File: src/rtl/song_pkg.sv
// Shared constants for the birthday-song player: note half-periods at 12 MHz,
// table entry layout and the sequencer state encoding.
package song_pkg;

  localparam int unsigned PW_DEF  = 20;
  localparam int unsigned DUR_W   = 4;
  localparam int unsigned ENTRY_W = PW_DEF + DUR_W;
  localparam int unsigned IDX_W   = 5;

  // Speaker half-periods in clocks: 12e6 / (2 * f_note)
  localparam logic [PW_DEF-1:0] NOTE_REST = 20'd0;
  localparam logic [PW_DEF-1:0] NOTE_C4   = 20'd22933;
  localparam logic [PW_DEF-1:0] NOTE_D4   = 20'd20431;
  localparam logic [PW_DEF-1:0] NOTE_E4   = 20'd18202;
  localparam logic [PW_DEF-1:0] NOTE_F4   = 20'd17181;
  localparam logic [PW_DEF-1:0] NOTE_G4   = 20'd15306;
  localparam logic [PW_DEF-1:0] NOTE_A4   = 20'd13636;
  localparam logic [PW_DEF-1:0] NOTE_B4   = 20'd12149;
  localparam logic [PW_DEF-1:0] NOTE_C5   = 20'd11467;
  localparam logic [PW_DEF-1:0] NOTE_D5   = 20'd10216;
  localparam logic [PW_DEF-1:0] NOTE_E5   = 20'd9101;
  localparam logic [PW_DEF-1:0] NOTE_F5   = 20'd8590;
  localparam logic [PW_DEF-1:0] NOTE_G5   = 20'd7653;
  localparam logic [PW_DEF-1:0] NOTE_A5   = 20'd6818;
  localparam logic [PW_DEF-1:0] NOTE_B5   = 20'd6074;
  localparam logic [PW_DEF-1:0] NOTE_C6   = 20'd5733;

  typedef logic [2:0] state_t;
  localparam state_t ST_IDLE  = 3'd0;
  localparam state_t ST_FETCH = 3'd1;
  localparam state_t ST_LOAD  = 3'd2;
  localparam state_t ST_PLAY  = 3'd3;
  localparam state_t ST_GAP   = 3'd4;
  localparam state_t ST_DONE  = 3'd5;

  // A zero duration plays as one unit
  function automatic logic [DUR_W-1:0] dur_eff(input logic [DUR_W-1:0] d);
    return (d == '0) ? DUR_W'(1) : d;
  endfunction

endpackage

File: src/rtl/song_rom.sv
// Synchronous note table, one-cycle read latency. TABLE_SEL=0 is the birthday
// song; TABLE_SEL=1 is a three-entry tune used for short simulations.
module song_rom
  import song_pkg::*;
#(
  parameter int unsigned SONG_LEN  = 25,
  parameter int unsigned PW        = 20,
  parameter int unsigned TABLE_SEL = 0
) (
  input  logic             clk,
  input  logic             rst,
  input  logic [IDX_W-1:0] addr,
  output logic [PW-1:0]    period,
  output logic [DUR_W-1:0] dur
);

  localparam int unsigned EW = PW + DUR_W;

  logic [EW-1:0] entry_c;

  always_comb begin
    entry_c = '0;
    if (TABLE_SEL == 1) begin
      case (addr)
        5'd0:    entry_c = {PW'(100), 4'd1};
        5'd1:    entry_c = {PW'(0),   4'd2};
        5'd2:    entry_c = {PW'(50),  4'd0};
        default: entry_c = '0;
      endcase
    end else begin
      case (addr)
        5'd0:    entry_c = {PW'(NOTE_G4), 4'd3};
        5'd1:    entry_c = {PW'(NOTE_G4), 4'd1};
        5'd2:    entry_c = {PW'(NOTE_A4), 4'd4};
        5'd3:    entry_c = {PW'(NOTE_G4), 4'd4};
        5'd4:    entry_c = {PW'(NOTE_C5), 4'd4};
        5'd5:    entry_c = {PW'(NOTE_B4), 4'd8};
        5'd6:    entry_c = {PW'(NOTE_G4), 4'd3};
        5'd7:    entry_c = {PW'(NOTE_G4), 4'd1};
        5'd8:    entry_c = {PW'(NOTE_A4), 4'd4};
        5'd9:    entry_c = {PW'(NOTE_G4), 4'd4};
        5'd10:   entry_c = {PW'(NOTE_D5), 4'd4};
        5'd11:   entry_c = {PW'(NOTE_C5), 4'd8};
        5'd12:   entry_c = {PW'(NOTE_G4), 4'd3};
        5'd13:   entry_c = {PW'(NOTE_G4), 4'd1};
        5'd14:   entry_c = {PW'(NOTE_G5), 4'd4};
        5'd15:   entry_c = {PW'(NOTE_E5), 4'd4};
        5'd16:   entry_c = {PW'(NOTE_C5), 4'd4};
        5'd17:   entry_c = {PW'(NOTE_B4), 4'd4};
        5'd18:   entry_c = {PW'(NOTE_A4), 4'd8};
        5'd19:   entry_c = {PW'(NOTE_F5), 4'd3};
        5'd20:   entry_c = {PW'(NOTE_F5), 4'd1};
        5'd21:   entry_c = {PW'(NOTE_E5), 4'd4};
        5'd22:   entry_c = {PW'(NOTE_C5), 4'd4};
        5'd23:   entry_c = {PW'(NOTE_D5), 4'd4};
        5'd24:   entry_c = {PW'(NOTE_C5), 4'd8};
        default: entry_c = '0;
      endcase
    end
    if (32'(addr) >= SONG_LEN) entry_c = '0;
  end

  always_ff @(posedge clk or negedge rst) begin
    if (!rst) begin
      period <= '0;
      dur    <= '0;
    end else begin
      {period, dur} <= entry_c;
    end
  end

endmodule

File: src/rtl/song_sequencer.sv
// Steps through the note table, hands each half-period to the tone generator,
// holds it for its duration, then inserts a silent gap. SONG_LOOP_EN repeats the song.
module song_sequencer
  import song_pkg::*;
#(
  parameter int unsigned SONG_LEN    = 25,
  parameter int unsigned PW          = 20,
  parameter int unsigned UNIT_CYCLES = 750_000,
  parameter int unsigned GAP_CYCLES  = 60_000,
  parameter int unsigned TABLE_SEL   = 0
) (
  input  logic             clk,
  input  logic             rst,
  input  logic             start,
  input  logic             stop,
  input  logic             note_ready,
  output logic             note_valid,
  output logic [PW-1:0]    note_period,
  output logic             tone_en,
  output logic [IDX_W-1:0] note_idx,
  output logic             busy,
  output logic             done
);

  localparam int unsigned HW = $clog2(15 * UNIT_CYCLES);
  localparam int unsigned GW = (GAP_CYCLES > 1) ? $clog2(GAP_CYCLES) : 1;
  localparam logic [IDX_W-1:0] LAST_IDX = IDX_W'(SONG_LEN - 1);

  state_t           state_q, state_nxt;
  logic [IDX_W-1:0] idx_nxt;
  logic [HW-1:0]    hold_q, hold_nxt;
  logic [GW-1:0]    gap_q, gap_nxt;
  logic [PW-1:0]    period_nxt;
  logic [PW-1:0]    rom_period;
  logic [DUR_W-1:0] rom_dur;

  // ROM is addressed with the upcoming index so the entry is ready during FETCH
  song_rom #(
    .SONG_LEN (SONG_LEN),
    .PW       (PW),
    .TABLE_SEL(TABLE_SEL)
  ) u_rom (
    .clk   (clk),
    .rst   (rst),
    .addr  (idx_nxt),
    .period(rom_period),
    .dur   (rom_dur)
  );

  always_comb begin
    state_nxt  = state_q;
    idx_nxt    = note_idx;
    hold_nxt   = hold_q;
    gap_nxt    = gap_q;
    period_nxt = note_period;
    case (state_q)
      ST_IDLE: begin
        if (start && !stop) begin
          state_nxt = ST_FETCH;
          idx_nxt   = '0;
        end
      end
      ST_FETCH: begin
        state_nxt  = ST_LOAD;
        period_nxt = rom_period;
      end
      ST_LOAD: begin
        if (note_ready) begin
          state_nxt = ST_PLAY;
          hold_nxt  = HW'(32'(dur_eff(rom_dur)) * UNIT_CYCLES - 32'd1);
        end
      end
      ST_PLAY: begin
        if (hold_q == '0) begin
          state_nxt = ST_GAP;
          gap_nxt   = GW'(GAP_CYCLES - 1);
        end else begin
          hold_nxt = hold_q - HW'(1);
        end
      end
      ST_GAP: begin
        if (gap_q == '0) begin
          if (note_idx == LAST_IDX) begin
`ifdef SONG_LOOP_EN
            state_nxt = ST_FETCH;
            idx_nxt   = '0;
`else
            state_nxt = ST_DONE;
`endif
          end else begin
            state_nxt = ST_FETCH;
            idx_nxt   = note_idx + IDX_W'(1);
          end
        end else begin
          gap_nxt = gap_q - GW'(1);
        end
      end
      ST_DONE:  state_nxt = ST_IDLE;
      default:  state_nxt = ST_IDLE;
    endcase
    if (stop && state_q != ST_IDLE) begin
      state_nxt = ST_IDLE;
      idx_nxt   = '0;
    end
    if (state_nxt == ST_IDLE) period_nxt = '0;
  end

  always_ff @(posedge clk or negedge rst) begin
    if (!rst) begin
      state_q     <= ST_IDLE;
      note_idx    <= '0;
      hold_q      <= '0;
      gap_q       <= '0;
      note_valid  <= 1'b0;
      note_period <= '0;
      tone_en     <= 1'b0;
      busy        <= 1'b0;
      done        <= 1'b0;
    end else begin
      state_q     <= state_nxt;
      note_idx    <= idx_nxt;
      hold_q      <= hold_nxt;
      gap_q       <= gap_nxt;
      note_valid  <= (state_nxt == ST_LOAD);
      note_period <= period_nxt;
      tone_en     <= (state_nxt == ST_PLAY) && (period_nxt != '0);
      busy        <= (state_nxt != ST_IDLE);
      done        <= (state_nxt == ST_DONE);
    end
  end

endmodule

File: config.mk
export PLATFORM = sky130hd
export DESIGN_NAME = song_sequencer
export DESIGN_NICKNAME = d
export VERILOG_FILES = /design/src/rtl/song_pkg.sv /design/src/rtl/song_rom.sv /design/src/rtl/song_sequencer.sv
export SDC_FILE = /design/constraint.sdc
export NUM_CORES = 1
export LEC_CHECK = 0
export BUFFER_PORTS_ARGS = -buffer_cell sky130_fd_sc_hd__buf_2
export CORE_MARGIN = 3
export CORE_UTILIZATION = 63
export CTS_CLUSTER_SIZE = 40
export DETAILED_ROUTE_END_ITERATION = 6
export GPL_TIMING_DRIVEN = 0
export PLACE_DENSITY = 0.82
export SETUP_SLACK_MARGIN = 0.02
export SLEW_MARGIN = 20
export SYNTH_ARGS = -nofsm -noshare
export SYNTH_HDL_FRONTEND = slang
export SYNTH_HIERARCHICAL = 1
export SYNTH_SLANG_ARGS = --single-unit
File: constraint.sdc
create_clock -name clk -period 5.3 [get_ports clk]
set_input_delay 0.265 -clock clk [delete_from_list [all_inputs] [get_ports clk]]
set_output_delay 0.265 -clock clk [all_outputs]
set_load 0.01 [all_outputs]
== Word-level counts from Yosys, hierarchy flattened ==
Memory sizes are Yosys's and may differ from the RTL's.
Index checks and enable logic that the tools add are counted.

* Mux-type cells: 22
* Magnitude comparators: 1
* Div/mod/pow operators: 0
* Shifts and indexed selects: 0
* Reduce and logical (&&, ||, !) cells: 16
* Multipliers: 1
* $add $sub $neg: 4
* Equality and inequality tests: 12
* Bitwise gates (word level): 0

{| class="wikitable"
|+ Operators by type and width
! kind !! number
|-
| two-way mux 24 bit || 3
|-
| one-hot mux 24 bit (2 select lines) || 1
|-
| subtractor 24 x 1 -> 24 bit (second input constant) || 2
|-
| two-way mux 20 bit || 2
|-
| two-way mux 16 bit || 2
|-
| one-hot mux 16 bit (2 select lines) || 1
|-
| zero test 24 bit || 1
|-
| multiplier 4 x 16 -> 20 bit (second input constant) || 1
|-
| two-way mux 5 bit || 4
|-
| nonzero test 20 bit || 1
|-
| two-way mux 3 bit || 6
|-
| zero test 16 bit || 1
|-
| subtractor 16 x 1 -> 16 bit (second input constant) || 1
|-
| one-hot mux 3 bit (5 select lines) || 1
|-
| == test 3 x 2 -> 1 bit (second input constant) || 4
|-
| one-hot mux 5 bit (2 select lines) || 1
|-
| != test 2 bit (second input constant) || 4
|-
| == test 3 bit (second input constant) || 2
|-
| zero test 3 bit || 2
|-
| AND reduction 3 bit || 2
|-
| nonzero test 3 bit || 2
|-
| adder 5 x 1 -> 5 bit (second input constant) || 1
|-
| == test 5 bit (second input constant) || 1
|-
| >= comparator 5 bit (second input constant) || 1
|-
| 6 further kinds || 9
|}

* ROM bits: 576
* Bits in latches: 0
* Memory bits (writable): 0
* Output and inout port bits: 29
* Logic and storage cells: 68
* Flip-flop bits (word level): 96
* Memories: 1

{| class="wikitable"
|+ Memory list
! name !! words !! bits a word !! read ports !! clocked after memory_dff !! write ports !! line !! text
|-
| (no name shown) || 32 || 18 || 1 || 0 || 0 || song_rom.sv:31 || <nowiki>case (addr)</nowiki>
|}

== Logic depth before layout (Yosys ltp) ==
* Depth after elaboration: 9
* Depth in mapped cells: 20

== Modules after synthesis ==
The synthesis kept the hierarchy.

{| class="wikitable"
|+ Modules (own cells, without submodules)
! module !! area an instance (µm²) !! instances !! seq. area each (µm²) !! cells an instance
|-
| song_sequencer || 5348.9 || 1 || 1801.7 || 651
|-
| song_rom || 1331.3 || 1 || 450.4 || 152
|}

== Least setup slack after synthesis ==
Ideal clock, no wire load.

* Path type: register to register
* From: register u_rom.dur[2]
* To: register hold_q[22]
* Clock period less this slack: 4.275 ns
* Arrival: 4.181 ns
* Data required time: 5.206 ns
* Path buffers: 0
* Stages on the path, launching flop included: 20
* Slack: 1.025 ns
* Path through: dfrtp_1 > inv_1 > ha_1 > nand2b_1 > o21ai_0 > inv_1 > ha_1 > inv_1 > fa_1 > inv_1 > ha_1 > and3_1 > nor2_1 > xor2_1 > nand4_1 > nor4_1 > and3_1 > nor2b_2 > xnor2_1 > a221oi_2

* Longest elaborated chain between the ends: 6

{| class="wikitable"
|+ RTL lines
! item !! line !! text
|-
| start: declaration || song_rom.sv:14 || <nowiki>output logic [DUR_W-1:0] dur</nowiki>
|-
| start signal: assignment || song_rom.sv:68 || <nowiki>{period, dur} <= entry_c;</nowiki>
|-
| zero test 4 bit || song_pkg.sv:38 || <nowiki>return (d == '0) ? DUR_W'(1) : d;</nowiki>
|-
| two-way mux 4 bit * || song_pkg.sv:38 ||
|-
| multiplier 4 x 16 -> 20 bit * || song_sequencer.sv:70 || <nowiki>hold_nxt = HW'(32'(dur_eff(rom_dur)) * UNIT_CYCLES - 32'd1);</nowiki>
|-
| subtractor 24 x 1 -> 24 bit * || song_sequencer.sv:70 ||
|-
| two-way mux 24 bit * || song_sequencer.sv:68 || <nowiki>if (note_ready) begin</nowiki>
|-
| one-hot mux 24 bit (2 select lines) * || song_sequencer.sv:56 || <nowiki>case (state_q)</nowiki>
|-
| end signal: assignment || song_sequencer.sv:122 || <nowiki>hold_q <= hold_nxt;</nowiki>
|-
| end: declaration || song_sequencer.sv:31 || <nowiki>logic [HW-1:0] hold_q, hold_nxt;</nowiki>
|}

Every way passes the cells marked *; elsewhere a longest branch is shown, timed or not. The select of a mux whose other input is x is not followed.
A chain may end at the register's enable or synchronous reset.

== Worst setup path in the final report ==
* From: register u_rom.dur[2]
* To: register hold_q[19]

Same word-level chain as after synthesis.

==> results_dict.tcl <==
set metrics [dict create \
    row_count 36 \
    path_max_fanout 5 \
    grt_usage_pct 30.7 \
    finalSetupViolations 0 \
    maxSlewHeadroom_pct 48.2 \
    worstHoldPathType "input pin to flop" \
    cts_made_buffers 9 \
    clock_latency_ps 380 \
    utilization_pct 72.4 \
    cts_tree "yes" \
    arrival_ps 5230 \
    period_minus_slack_ps 4980 \
    sw_frac_of_total_pct 36.5 \
    root_buffer "clkbuf_8" \
    netlist_instances 803 \
    synth_seq_cells 90 \
    dp.cells 974 \
    ys_types 81 \
    stdcell_area_sq_mm 0.00727 \
    dp_slack_ps 296 \
    nets 904 \
    synth-edff-count 0 \
    syn-cell-area_sq_mm 0.00668 \
    cts.sinks 90 \
    cp-start-kind "flop" \
    r2r_setup_slack_ps 320 \
    p_int_mw 1.08 \
    vdd_drop_max_v 0.000146 \
    core_sq_mm 0.0100 \
    p_clk_share_pct 27.2 \
    avgSynthCellArea_sq_um 8.32 \
    die_h_microns 109 \
    clk_pin_slew_ps 100 \
    grt_pass1_wl_microns 28800 \
    wl_per_cell_microns 17.6 \
    diodes 0 \
    yosysWarnings 6 \
    dp_hpwl_microns 13300 \
    synth-main-ff-cell "dfrtp_1" \
    p_per_area_mw_per_mm2 234 \
    antenna_found_initial 0 \
    die_w_microns 109 \
    placed_area_sq_mm 0.00706 \
    post-route-period-util_pct 94.0 \
    place_congestion 0.937 \
    drtIter0Drc 795 \
    drive_gt1_share_pct 11.8 \
    synthArstFlopShare_pct 100 \
    drc 0 \
    vias 6269 \
    p_switching_uw 621 \
    max_cap_violations 0 \
    whs_ps 322 \
    multi_input_area_sq_mm 0.00413 \
    rsz0062_at_grt "no" \
    cp.required_ps 5550 \
    ctsHtreeMaxLevel 3 \
    pwr-share-seq_pct 49.4 \
    p_leak_nw 3.20 \
    via_per_inst 6.33 \
    comb_power_share_pct 23.4 \
    grt_pass1_vias 5901 \
    ant_nets 0 \
    status "finished, final reports clean" \
    crit_path_end_kind "flop" \
    seq_area_frac_synth_pct 33.7 \
    worstSetupPathType "flop to flop" \
    fmax_mhz 201 \
    initial_core_util_pct 66.5 \
    ff_latch_area_sq_mm 0.00225 \
    grt_start_max_net_pins 52 \
    wl_microns 17500 \
    maxSlewViolCount 0 \
    area_growth_pct 8.88 \
    drt_first_pass_iters 6 \
    fillCellCount 769 \
    pin_count 34 \
    hold_violations 0 \
    final_cells 991 \
    total_power_mw 1.70 \
    io_buffers 32 \
    fin_worst_skew_ps 16.9 \
    clock_path_buffers 2 \
    grt-ovfl-total 0 \
    worst_pin_slew_ps 772 \
    fin_tns_setup_ps 0 \
    setup_ws_ps 317 \
    die-area_sq_mm 0.0119 \
]
cells in the final DEF (no fill, tap or decap), drive strengths merged, types with 13 or more instances in the layout:
cell    Yosys  final
nand2     105    105
dfrtp      90     90
a21oi      80     80
nor2       62     62
buf        21     54
o21ai      52     52
nor3       43     43
ha         42     42
inv        28     32
clkbuf     23     32
xnor2      26     26
nor4       23     23
nand3      18     18
xor2       15     15
nand2b     13     13
nand4      13     13
worst paths after layout:
check / startpoint / endpoint / depth (start not counted)
min: note_ready / hold_q[3] / 3
max reg2reg: u_rom/dur[2] / hold_q[19] / 19
max: u_rom/dur[2] / hold_q[19] / 19
max in group asynchronous: rst / u_rom/period[11] / 3
min in group asynchronous: rst / hold_q[11] / 2
min reg2reg: hold_q[0] / hold_q[0] / 1
power by group through the flow:
stage / sequential (mW) / combinational, mW / clock [mW]
6_report: 0.841 / 0.398 / 0.462
5_1_grt: 0.851 / 0.448 / 0.501
4_1_cts: 0.838 / 0.389 / 0.472
3_5_place_dp: 0.851 / 0.387 / 0
3_3_place_gp: 0.848 / 0.368 / 0
2_1_floorplan: 0.848 / 0.259 / 0
worst max-delay path, cell delays in order (launching register included):
cell and delay (ps):
dfrtp_1 460, inv_1 130, ha_1 170, nand2b_1 100, o21ai_0 270, inv_1 90
ha_1 330, inv_1 70, fa_1 520, inv_1 70, ha_1 340, a21oi_1 160
nor2_1 110, or2_2 330, xor2_1 200, nor4_1 500, nand3_2 280, a31o_1 270
xor2_1 290, o221ai_1 160
kinds of logic after synthesis:
group	count (synthesis)	synth area share, %
buffers and inverters	72	4.96
DFF	90	33.7
other	1	0.0561
adders and majority gates	47	9.22
xor gates and xnor gates	41	5.38
muxes	6	0.937
and+or+nand+nor	339	26.1
AOI/OAI and AO/OA	207	19.6
sequential cells by signal, indices dropped and copies added (netlist names):
register and count:
busy 1, done 1, gap_q 16, hold_q 24, note_idx 5, note_period 20, note_valid 1, state_q 3
tone_en 1, u_rom/dur 4, u_rom/period 14
routing by layer:
layer | global-route usage (%) | vias up | share of wire, %
met5 | 0 | - | 0
met3 | 5.74 | 39 | 7.6
met2 | 47.4 | 263 | 46
li1 | - | 2979 | -
met4 | 9.38 | 0 | 2.0
met1 | 44.0 | 2988 | 45
Yosys cell counts, types with 6 or more instances:
cell type	number	area share, %
a22oi_1	6	0.67
buf_4	7	0.79
xnor2_1	26	3.4
nor2_1	61	3.4
and2_1	9	0.84
ha_1	42	7.9
clkbuf_1	23	1.3
nor3_1	40	3.0
nand2_1	103	5.8
nand4_1	12	1.1
and3_1	9	0.84
o21ai_0	46	3.4
nand2b_1	12	1.1
inv_1	28	1.6
o22ai_1	6	0.56
xor2_1	15	2.0
nand3_1	17	1.3
a21oi_1	80	6.0
a31oi_1	8	0.75
or3_1	8	0.75
dfrtp_1	90	34
o31ai_1	6	0.67
nor4_1	20	1.9
nor2b_1	10	0.94
buf_2	10	0.75
final cells by class:
cell class | instances | share of cell area, %
Clock inverter | 7 | 0.912
Clock buffer | 9 | 1.70
Inverter | 28 | 1.45
Buffer | 44 | 3.11
Multi-Input combinational cell | 646 | 56.8
Tap cell | 133 | 2.29
Sequential cell | 90 | 31.0
Timing Repair Buffer | 34 | 2.75
repair_timing:
action | CTS | global route
endpoints found under the setup margin | 0 | 3
buffers inserted | 0 | 0
resized for setup | 0 | 2
hold buffers | 1 | 0
hold endpoints to repair | 39 | 0
No activity file was read; power rests on OpenSTA's default activity.
